--- config.mk ---
export PLATFORM = sky130hd
export DESIGN_NAME = instr_buffer_flat
export DESIGN_NICKNAME = d
export VERILOG_FILES = /design/src/rtl/instr_buffer_if.sv /design/src/rtl/instr_buffer.sv /design/src/flat_wrapper.sv
export SDC_FILE = /design/constraint.sdc
export NUM_CORES = 1
export LEC_CHECK = 0
export ABC_AREA = 0
export CORE_MARGIN = 1
export CORE_UTILIZATION = 30
export CTS_CLUSTER_DIAMETER = 200
export CTS_CLUSTER_SIZE = 8
export DETAILED_ROUTE_END_ITERATION = 10
export GPL_TIMING_DRIVEN = 0
export MAX_ROUTING_LAYER = met4
export SETUP_SLACK_MARGIN = 0.15
export SLEW_MARGIN = 20
export SYNTH_ARGS = -nofsm -noshare
export SYNTH_HDL_FRONTEND = slang
export SYNTH_SLANG_ARGS = --single-unit
--- constraint.sdc ---
create_clock -name clk -period 6.7 [get_ports clk]
set_input_delay 0.67 -clock clk [delete_from_list [all_inputs] [get_ports clk]]
set_output_delay 0.67 -clock clk [all_outputs]
set_load 0.01 [all_outputs]
--- src/rtl/instr_buffer_if.sv ---
// Fetch/dispatch-facing signal bundle of the instruction buffer.
// master = fetch + dispatch side, slave = the buffer itself.
interface instr_buffer_if #(
  parameter int unsigned FETCH_WIDTH  = 2,
  parameter int unsigned DECODE_WIDTH = 2,
  parameter int unsigned DEPTH        = 8,
  parameter int unsigned ENTRY_WIDTH  = 64
);
  localparam int unsigned CntWidth = $clog2(DEPTH) + 1;

  logic                                     flush;
  logic [FETCH_WIDTH-1:0]                   fetch_valid_i;
  logic [FETCH_WIDTH-1:0][ENTRY_WIDTH-1:0]  fetch_data_i;
  logic                                     ib_ready_o;
  logic [DECODE_WIDTH-1:0]                  ib_valid_o;
  logic [DECODE_WIDTH-1:0][ENTRY_WIDTH-1:0] ib_data_o;
  logic [DECODE_WIDTH-1:0]                  ib_accept_i;
  logic [CntWidth-1:0]                      ib_count_o;

  modport master (
    output flush, fetch_valid_i, fetch_data_i, ib_accept_i,
    input  ib_ready_o, ib_valid_o, ib_data_o, ib_count_o
  );

  modport slave (
    input  flush, fetch_valid_i, fetch_data_i, ib_accept_i,
    output ib_ready_o, ib_valid_o, ib_data_o, ib_count_o
  );
endinterface

--- src/rtl/instr_buffer.sv ---
// Instruction buffer: circular FIFO between fetch and decode. Compacts sparse fetch
// bundles on write, presents the oldest DECODE_WIDTH entries, retires a leading-ones prefix.
module instr_buffer #(
  parameter int unsigned FETCH_WIDTH  = 2,
  parameter int unsigned DECODE_WIDTH = 2,
  parameter int unsigned DEPTH        = 8,
  parameter int unsigned ENTRY_WIDTH  = 64
) (
  input  logic          clk,
  input  logic          rst,
  instr_buffer_if.slave bus
);
  localparam int unsigned PtrWidth = $clog2(DEPTH);
  localparam int unsigned CntWidth = PtrWidth + 1;

  logic [ENTRY_WIDTH-1:0] storage_q [DEPTH];
  logic [PtrWidth-1:0]    head_q, head_d, tail_q, tail_d;
  logic [CntWidth-1:0]    count_q, count_d, push_n, pop_n;
  logic [FETCH_WIDTH-1:0][CntWidth-1:0] slot_off;
  logic [DECODE_WIDTH-1:0] head_valid;
  logic                    ready, push_en;

  // Ready depends on registered occupancy only; same-cycle pops are not credited.
  assign ready   = count_q <= CntWidth'(DEPTH - FETCH_WIDTH);
  assign push_en = ready && !bus.flush;

  // Write offset of each valid fetch slot = number of valid slots before it.
  always_comb begin
    push_n   = '0;
    slot_off = '0;
    for (int i = 0; i < FETCH_WIDTH; i++) begin
      slot_off[i] = push_n;
      if (bus.fetch_valid_i[i]) push_n = push_n + CntWidth'(1);
    end
  end

  always_comb begin
    head_valid = '0;
    for (int i = 0; i < DECODE_WIDTH; i++) begin
      head_valid[i] = count_q > CntWidth'(i);
    end
  end

  always_comb begin
    logic run;
    run   = 1'b1;
    pop_n = '0;
    for (int i = 0; i < DECODE_WIDTH; i++) begin
      if (run && bus.ib_accept_i[i] && head_valid[i]) pop_n = pop_n + CntWidth'(1);
      else run = 1'b0;
    end
  end

  always_comb begin
    head_d  = head_q;
    tail_d  = tail_q;
    count_d = count_q;
    if (bus.flush) begin
      head_d  = '0;
      tail_d  = '0;
      count_d = '0;
    end else begin
      head_d  = head_q + PtrWidth'(pop_n);
      if (push_en) tail_d = tail_q + PtrWidth'(push_n);
      count_d = count_q - pop_n + (push_en ? push_n : CntWidth'(0));
    end
  end

  always_ff @(posedge clk or posedge rst) begin
    if (rst) begin
      head_q  <= '0;
      tail_q  <= '0;
      count_q <= '0;
    end else begin
      head_q  <= head_d;
      tail_q  <= tail_d;
      count_q <= count_d;
    end
  end

  // Payload storage is deliberately left unreset.
  always_ff @(posedge clk) begin
    if (push_en) begin
      for (int i = 0; i < FETCH_WIDTH; i++) begin
        if (bus.fetch_valid_i[i]) begin
          storage_q[tail_q + PtrWidth'(slot_off[i])] <= bus.fetch_data_i[i];
        end
      end
    end
  end

  always_comb begin
    bus.ib_valid_o = head_valid;
    bus.ib_data_o  = '0;
    for (int i = 0; i < DECODE_WIDTH; i++) begin
      if (head_valid[i]) bus.ib_data_o[i] = storage_q[head_q + PtrWidth'(i)];
    end
  end

  assign bus.ib_ready_o = ready;
  assign bus.ib_count_o = count_q;

  always_ff @(posedge clk) begin
    if (!rst) begin
      assert (count_q <= CntWidth'(DEPTH));
      assert (pop_n <= count_q);
      assert (!push_en || (count_q + push_n <= CntWidth'(DEPTH)));
    end
  end
endmodule

--- src/flat_wrapper.sv ---
// flat-port wrapper written by rule: the top's interface ports become plain ports
module instr_buffer_flat 
#(
  parameter int unsigned FETCH_WIDTH  = 2,
  parameter int unsigned DECODE_WIDTH = 2,
  parameter int unsigned DEPTH        = 8,
  parameter int unsigned ENTRY_WIDTH  = 64
)
  (clk, rst, bus_flush, bus_fetch_valid_i, bus_fetch_data_i, bus_ib_accept_i, bus_ib_ready_o, bus_ib_valid_o, bus_ib_data_o, bus_ib_count_o);
  instr_buffer_if #(.FETCH_WIDTH(FETCH_WIDTH), .DECODE_WIDTH(DECODE_WIDTH), .DEPTH(DEPTH), .ENTRY_WIDTH(ENTRY_WIDTH)) bus_i ();
  input  logic clk;
  input  logic rst;
  input wire logic [$bits(bus_i.flush)-1:0] bus_flush;
  input wire logic [$bits(bus_i.fetch_valid_i)-1:0] bus_fetch_valid_i;
  input wire logic [$bits(bus_i.fetch_data_i)-1:0] bus_fetch_data_i;
  input wire logic [$bits(bus_i.ib_accept_i)-1:0] bus_ib_accept_i;
  output wire logic [$bits(bus_i.ib_ready_o)-1:0] bus_ib_ready_o;
  output wire logic [$bits(bus_i.ib_valid_o)-1:0] bus_ib_valid_o;
  output wire logic [$bits(bus_i.ib_data_o)-1:0] bus_ib_data_o;
  output wire logic [$bits(bus_i.ib_count_o)-1:0] bus_ib_count_o;
  assign bus_i.flush = bus_flush;
  assign bus_i.fetch_valid_i = bus_fetch_valid_i;
  assign bus_i.fetch_data_i = bus_fetch_data_i;
  assign bus_i.ib_accept_i = bus_ib_accept_i;
  assign bus_ib_ready_o = bus_i.ib_ready_o;
  assign bus_ib_valid_o = bus_i.ib_valid_o;
  assign bus_ib_data_o = bus_i.ib_data_o;
  assign bus_ib_count_o = bus_i.ib_count_o;
  instr_buffer #(.FETCH_WIDTH(FETCH_WIDTH), .DECODE_WIDTH(DECODE_WIDTH), .DEPTH(DEPTH), .ENTRY_WIDTH(ENTRY_WIDTH)) u_core (.clk(clk), .rst(rst), .bus(bus_i));
endmodule
# Word level (Yosys, flattened, before mapping)
# Memory sizes are Yosys's and may differ from the RTL's.
# Cells that the tools add are included.
[op_classes]
magnitude_cmp = 3
reduce_logical = 6
mux = 18
addsub = 8
[ops]
columns = ["cell", "count"]
rows = [
  ["two-way mux 64 bit", 2],
  ["two-way mux 4 bit", 4],
  ["adder 3 bit", 3],
  ["two-way mux 1 bit", 9],
  ["two-way mux 3 bit", 3],
  ["greater-than comparator 4 x 1 -> 1 bit (second input constant)", 2],
  ["adder 1 x 1 -> 2 bit (second input constant)", 2],
  ["adder 4 bit", 1],
  ["<= comparator 4 x 3 -> 1 bit (second input constant)", 1],
  ["logical AND 1 bit", 4],
  ["subtractor 4 bit", 1],
  ["adder 3 x 1 -> 3 bit (second input constant)", 1],
  ["nonzero test 2 bit", 1],
  ["logical NOT 1 bit", 1],
]
[totals]
mem_bits_rw = 512
register_bits = 10
input_bits = 135
memories = 1
wordCells = 39
output_inout_bits = 135
[memory_table]
columns = ["memory", "words", "word_bits", "rd", "rd_clocked_by_memory_dff", "write_ports", "line_no", "text"]
rows = [
  ["u_core.storage_q", 8, 64, 2, 0, 2, "instr_buffer.sv:16", "logic [ENTRY_WIDTH-1:0] storage_q [DEPTH];"],
]

# Longest topological paths before layout
[logic_depth]
ltp_word = 9
mapped_depth = 14
mapped_depth_nobuf = 14

# Worst setup path before layout
# No wires, ideal clock.
[synth_timing]
path_kind = "in2reg"
startpoint = "input bus_fetch_valid_i[0]"
endpoint = "memory u_core.storage_q[0][0] (enable)"
slack_ps = 1458
setup_time_ps = 486
stages = 7
path_buffers = 1
required_time_ps = 6214
arrival_time_ps = 4756
path_cell_list = "ha_1 ha_1 or3b_2 clkbuf_1 o2bb2ai_1 a21oi_1 nor2_1"
[synth_lines]
columns = ["item", "line_no", "text"]
rows = [
  ["start, declared", "flat_wrapper.sv:14", "input wire logic [$bits(bus_i.fetch_valid_i)-1:0] bus_fetch_valid_i;"],
  ["end, declared", "instr_buffer.sv:16", ""],
]

# Worst setup path after layout
[layout_timing]
startpoint = "register u_core.head_q[0]"
endpoint = "output bus_ib_data_o[34]"
[layout_between]
elab_chain_cells = 2
[layout_rtl]
columns = ["item", "line_no", "text"]
rows = [
  ["start, declared", "instr_buffer.sv:17", "logic [PtrWidth-1:0] head_q, head_d, tail_q, tail_d;"],
  ["start signal, assigned", "instr_buffer.sv:71", "head_q <= '0;"],
  ["start signal, assigned", "instr_buffer.sv:75", "head_q <= head_d;"],
  ["memory (8 x 64 bit)", "--", ""],
  ["two-way mux 64 bit", "instr_buffer.sv:96", "if (head_valid[i]) bus.ib_data_o[i] = storage_q[head_q + PtrWidth'(i)];"],
  ["end, declared", "flat_wrapper.sv:19", "output wire logic [$bits(bus_i.ib_data_o)-1:0] bus_ib_data_o;"],
]
# Every way passes these cells.

==> insert_results.sql <==
INSERT INTO impl_metrics (metric_group, metric, value, unit) VALUES
('run_status', 'run_status', 'completed', ''),
('worst_setup_path', 'end_kind', 'output pin', ''),
('place', 'io_buffer_count', '269', ''),
('global_route', 'global_route.peak_usage_layer', 'met2', ''),
('die', 'core.rowCount', '115', ''),
('die', 'dieHeight', '318', 'um'),
('timing', 'final_hold_viol_count', '0', ''),
('global_route', 'grt_use_met2', '35.1', '%'),
('timing', 'maxClockFrequency', '192', 'MHz'),
('routing', 'routed_wire_length_per_instance', '30.6', 'um'),
('synthesis', 'syn_nets', '1823', ''),
('timing', 'timing.setup.tns', '0', 'ns'),
('routing', 'avgViaCountPerCell', '5.63', ''),
('place', 'post-place-ws', '2.05', 'ns'),
('worst_setup_path', 'startpoint_to_endpoint_class_of_the_critical_path', 'flip-flop to output pin', ''),
('timing', 'fin_ws', '1.50', 'ns'),
('worst_setup_path', 'worst-path-buf-inv', '5', ''),
('worst_setup_path', 'critPathLaunchType', 'flip-flop', ''),
('global_route', 'grt.met3_usage', '2.87', '%'),
('cts', 'cts_tree', 'built', ''),
('place', 'gpl.final_weighted_congestion', '0.829', ''),
('die', 'chipWidth', '318', 'um'),
('routing', 'wl', '103000', 'um'),
('worst_setup_path', 'timing.critical_path.arrival', '4.53', 'ns'),
('routing', 'routed_via_count', '18984', ''),
('global_route', 'global_route_wire_length_before_repair', '146000', 'um'),
('global_route', 'grt.total_usage', '20.7', '%'),
('place', 'post-place-cells', '3262', ''),
('synthesis', 'post_synth_inst_count', '1670', ''),
('cts', 'cts_made_buffers', '75', ''),
('timing', 'timing.final.setup_violations', '0', ''),
('synthesis', 'synth_top_area_share', '51.2', '%'),
('layout', 'stdcell_count', '3369', ''),
('worst_setup_path', 'critical_path.top_delay_family', 'buffers and inverters', ''),
('layout', 'num-nets-final', '2205', ''),
('synthesis', 'synth_edf_count', '512', ''),
('worst_setup_path', 'path_common_cell', 'sky130_fd_sc_hd__clkbuf_1', ''),
('timing', 'tightest_slew', '1.07', 'ns'),
('routing', 'detail_route.drc_violations', '0', ''),
('power', 'power.leakage', '0.0120', 'uW'),
('cts', 'post_cts_hold_buffer_count', '0', ''),
('worst_setup_path', 'crit_slowest_cell', 'sky130_fd_sc_hd__clkbuf_1', ''),
('layout', 'multi_input_comb_area', '13800', 'um2'),
('cts', 'post_cts_resize_count', '0', ''),
('synthesis', 'netlist_top_cells_area', 'sky130_fd_sc_hd__edfxtp_1 51%, sky130_fd_sc_hd__mux4_2 19%, sky130_fd_sc_hd__mux2_2 15%', ''),
('worst_setup_path', 'cp_cell_sequence', 'clkbuf_1 -> buf_2 -> clkbuf_1 -> clkbuf_1 -> mux4_2 -> a22o_1 -> clkdlybuf4s50_1', ''),
('synthesis', 'synth_sequential_area_ratio', '52.1', '%'),
('cts', 'clock_sinks', '522', ''),
('power', 'pwr_density_cell', '402', 'nW/um2'),
('die', 'floorplan.core_area', '98700', 'um2'),
('global_route', 'maximum_number_of_pins_on_one_net_before_global_route_repair', '18', ''),
('routing', 'dr.pass1.iters', '5', ''),
('synthesis', 'synthesis.area', '30000', 'um2'),
('global_route', 'use_met1', '25.1', '%'),
('job', 'drv_cap', '0', ''),
('synthesis', 'top_cell_type_by_total_area_after_synthesis', 'sky130_fd_sc_hd__edfxtp_1', ''),
('die', 'initial_core_util', '30.4', '%'),
('layout', 'regArea', '15600', 'um2'),
('cts', 'cts.htree.levels', '3', ''),
('synthesis', 'fraction_of_registers_with_async_set_reset', '1.92', '%'),
('global_route', 'grt_pass1_vias', '20238', ''),
('hold_path', 'min_path_type', 'input pin to async pin', ''),
('worst_setup_path', 'worst_path_required', '6.03', 'ns'),
('die', 'fp.dieArea', '101000', 'um2'),
('cts', 'postCtsSetupRepairBufs', '0', ''),
('worst_setup_path', 'slowest_stage_delay_cp', '0.78', 'ns'),
('timing', 'final_min_period_over_clock_period', '77.6', '%'),
('synthesis', 'dominantRegCellSynth', 'sky130_fd_sc_hd__edfxtp_1', ''),
('timing', 'grt_setup_unrepaired', 'no', ''),
('cts', 'cts.path.max_buffers', '3', ''),
('global_route', 'grt_overflow_total', '0', '');
## cells in the mapped netlist (14+ instances only)
cell type	count
sky130_fd_sc_hd__edfxtp_1	512
sky130_fd_sc_hd__mux2_2	413
sky130_fd_sc_hd__mux4_2	256
sky130_fd_sc_hd__a22o_1	128
sky130_fd_sc_hd__mux2_4	60
sky130_fd_sc_hd__buf_2	58
sky130_fd_sc_hd__clkbuf_1	56
sky130_fd_sc_hd__mux2_1	39
sky130_fd_sc_hd__nor2_1	23
sky130_fd_sc_hd__inv_1	16
sky130_fd_sc_hd__buf_1	15
sky130_fd_sc_hd__ha_1	14
## flip-flops by register name, summed over array words and instances (netlist names)
register / count
u_core.storage_q: 512
u_core.bus.ib_count_o: 4
u_core.head_q: 3
u_core.tail_q: 3
## power breakdown
part | internal, uW | switching [uW]
combinational | 3640 | 3810
clock | 2050 | 1430
sequential | 3950 | 126
## final timing paths
path                                   from                        to  slack [ns]  depth (start not counted)
setup / recovery           u_core.head_q[0]         bus_ib_data_o[34]        1.50                          7
hold / removal                          rst  u_core.bus.ib_count_o[3]        0.44                          2
setup reg to reg           u_core.tail_q[0]   u_core.storage_q[4][32]        3.02                          7
hold reg to reg            u_core.tail_q[1]          u_core.tail_q[1]        0.68                          2
max in group asynchronous               rst  u_core.bus.ib_count_o[2]        5.93                          2
min in group clk           u_core.tail_q[1]          u_core.tail_q[1]        0.68                          2
## cell families after synthesis
group / count (synthesis) / synth area share [%]
xor+xnor: 6 / 0.175
flops: 522 / 52.1
fa+ha+maj: 18 / 0.850
compound gates: 149 / 4.18
simple gates: 52 / 1.15
buf+inv: 153 / 2.36
mux: 770 / 39.2
## layer usage
layer / up-vias / routed length, um / part of all wire (%)
met5: - / 0 / 0
li1: 7883 / - / -
met3: 178 / 5930 / 5.7
met2: 806 / 52700 / 51
met1: 10117 / 41500 / 40
met4: 0 / 3060 / 3.0
## per-stage QoR
stage	utilization [%]	instance area, um2	total power, uW
after detailed placement	35.7	35300	11600
final	37.9	37400	15000
after global placement	34.8	34300	11500
after global routing	37.9	37400	15500
after floorplan	-	30000	8220
after CTS	37.8	37300	15200
## worst register-to-register path: stages (launching register included)
cell	delay (ns)
sky130_fd_sc_hd__dfrtp_1	0.45
sky130_fd_sc_hd__ha_1	0.23
sky130_fd_sc_hd__ha_1	0.35
sky130_fd_sc_hd__or3b_2	0.49
sky130_fd_sc_hd__clkbuf_1	0.21
sky130_fd_sc_hd__nor3_4	0.80
sky130_fd_sc_hd__buf_2	0.52
sky130_fd_sc_hd__mux2_2	0.39
## layout make-up
class                      count  share of cell area (%)
tap                         1287                    4.31
inverter                      16                   0.161
clock inverter                 6                   0.181
clock buffer                  90                    5.29
sequential                   522                    41.8
multi-input combinational    995                    36.8
buffer                       137                    1.78
timing repair buffer         305                    9.56
antenna                       11                  0.0737
## placed cells by master, fill, tap and decap left out, types with 22 or more instances in the layout
cell type,netlist,final
sky130_fd_sc_hd__clkbuf_1,56,64
sky130_fd_sc_hd__a22o_1,128,128
sky130_fd_sc_hd__mux2_2,413,413
sky130_fd_sc_hd__mux2_4,60,60
sky130_fd_sc_hd__mux4_2,256,256
sky130_fd_sc_hd__mux2_1,39,39
sky130_fd_sc_hd__clkbuf_16,0,77
sky130_fd_sc_hd__edfxtp_1,512,512
sky130_fd_sc_hd__buf_16,0,22
sky130_fd_sc_hd__clkdlybuf4s50_1,0,269
sky130_fd_sc_hd__buf_2,58,64
Power figures use the tool's default switching activity.
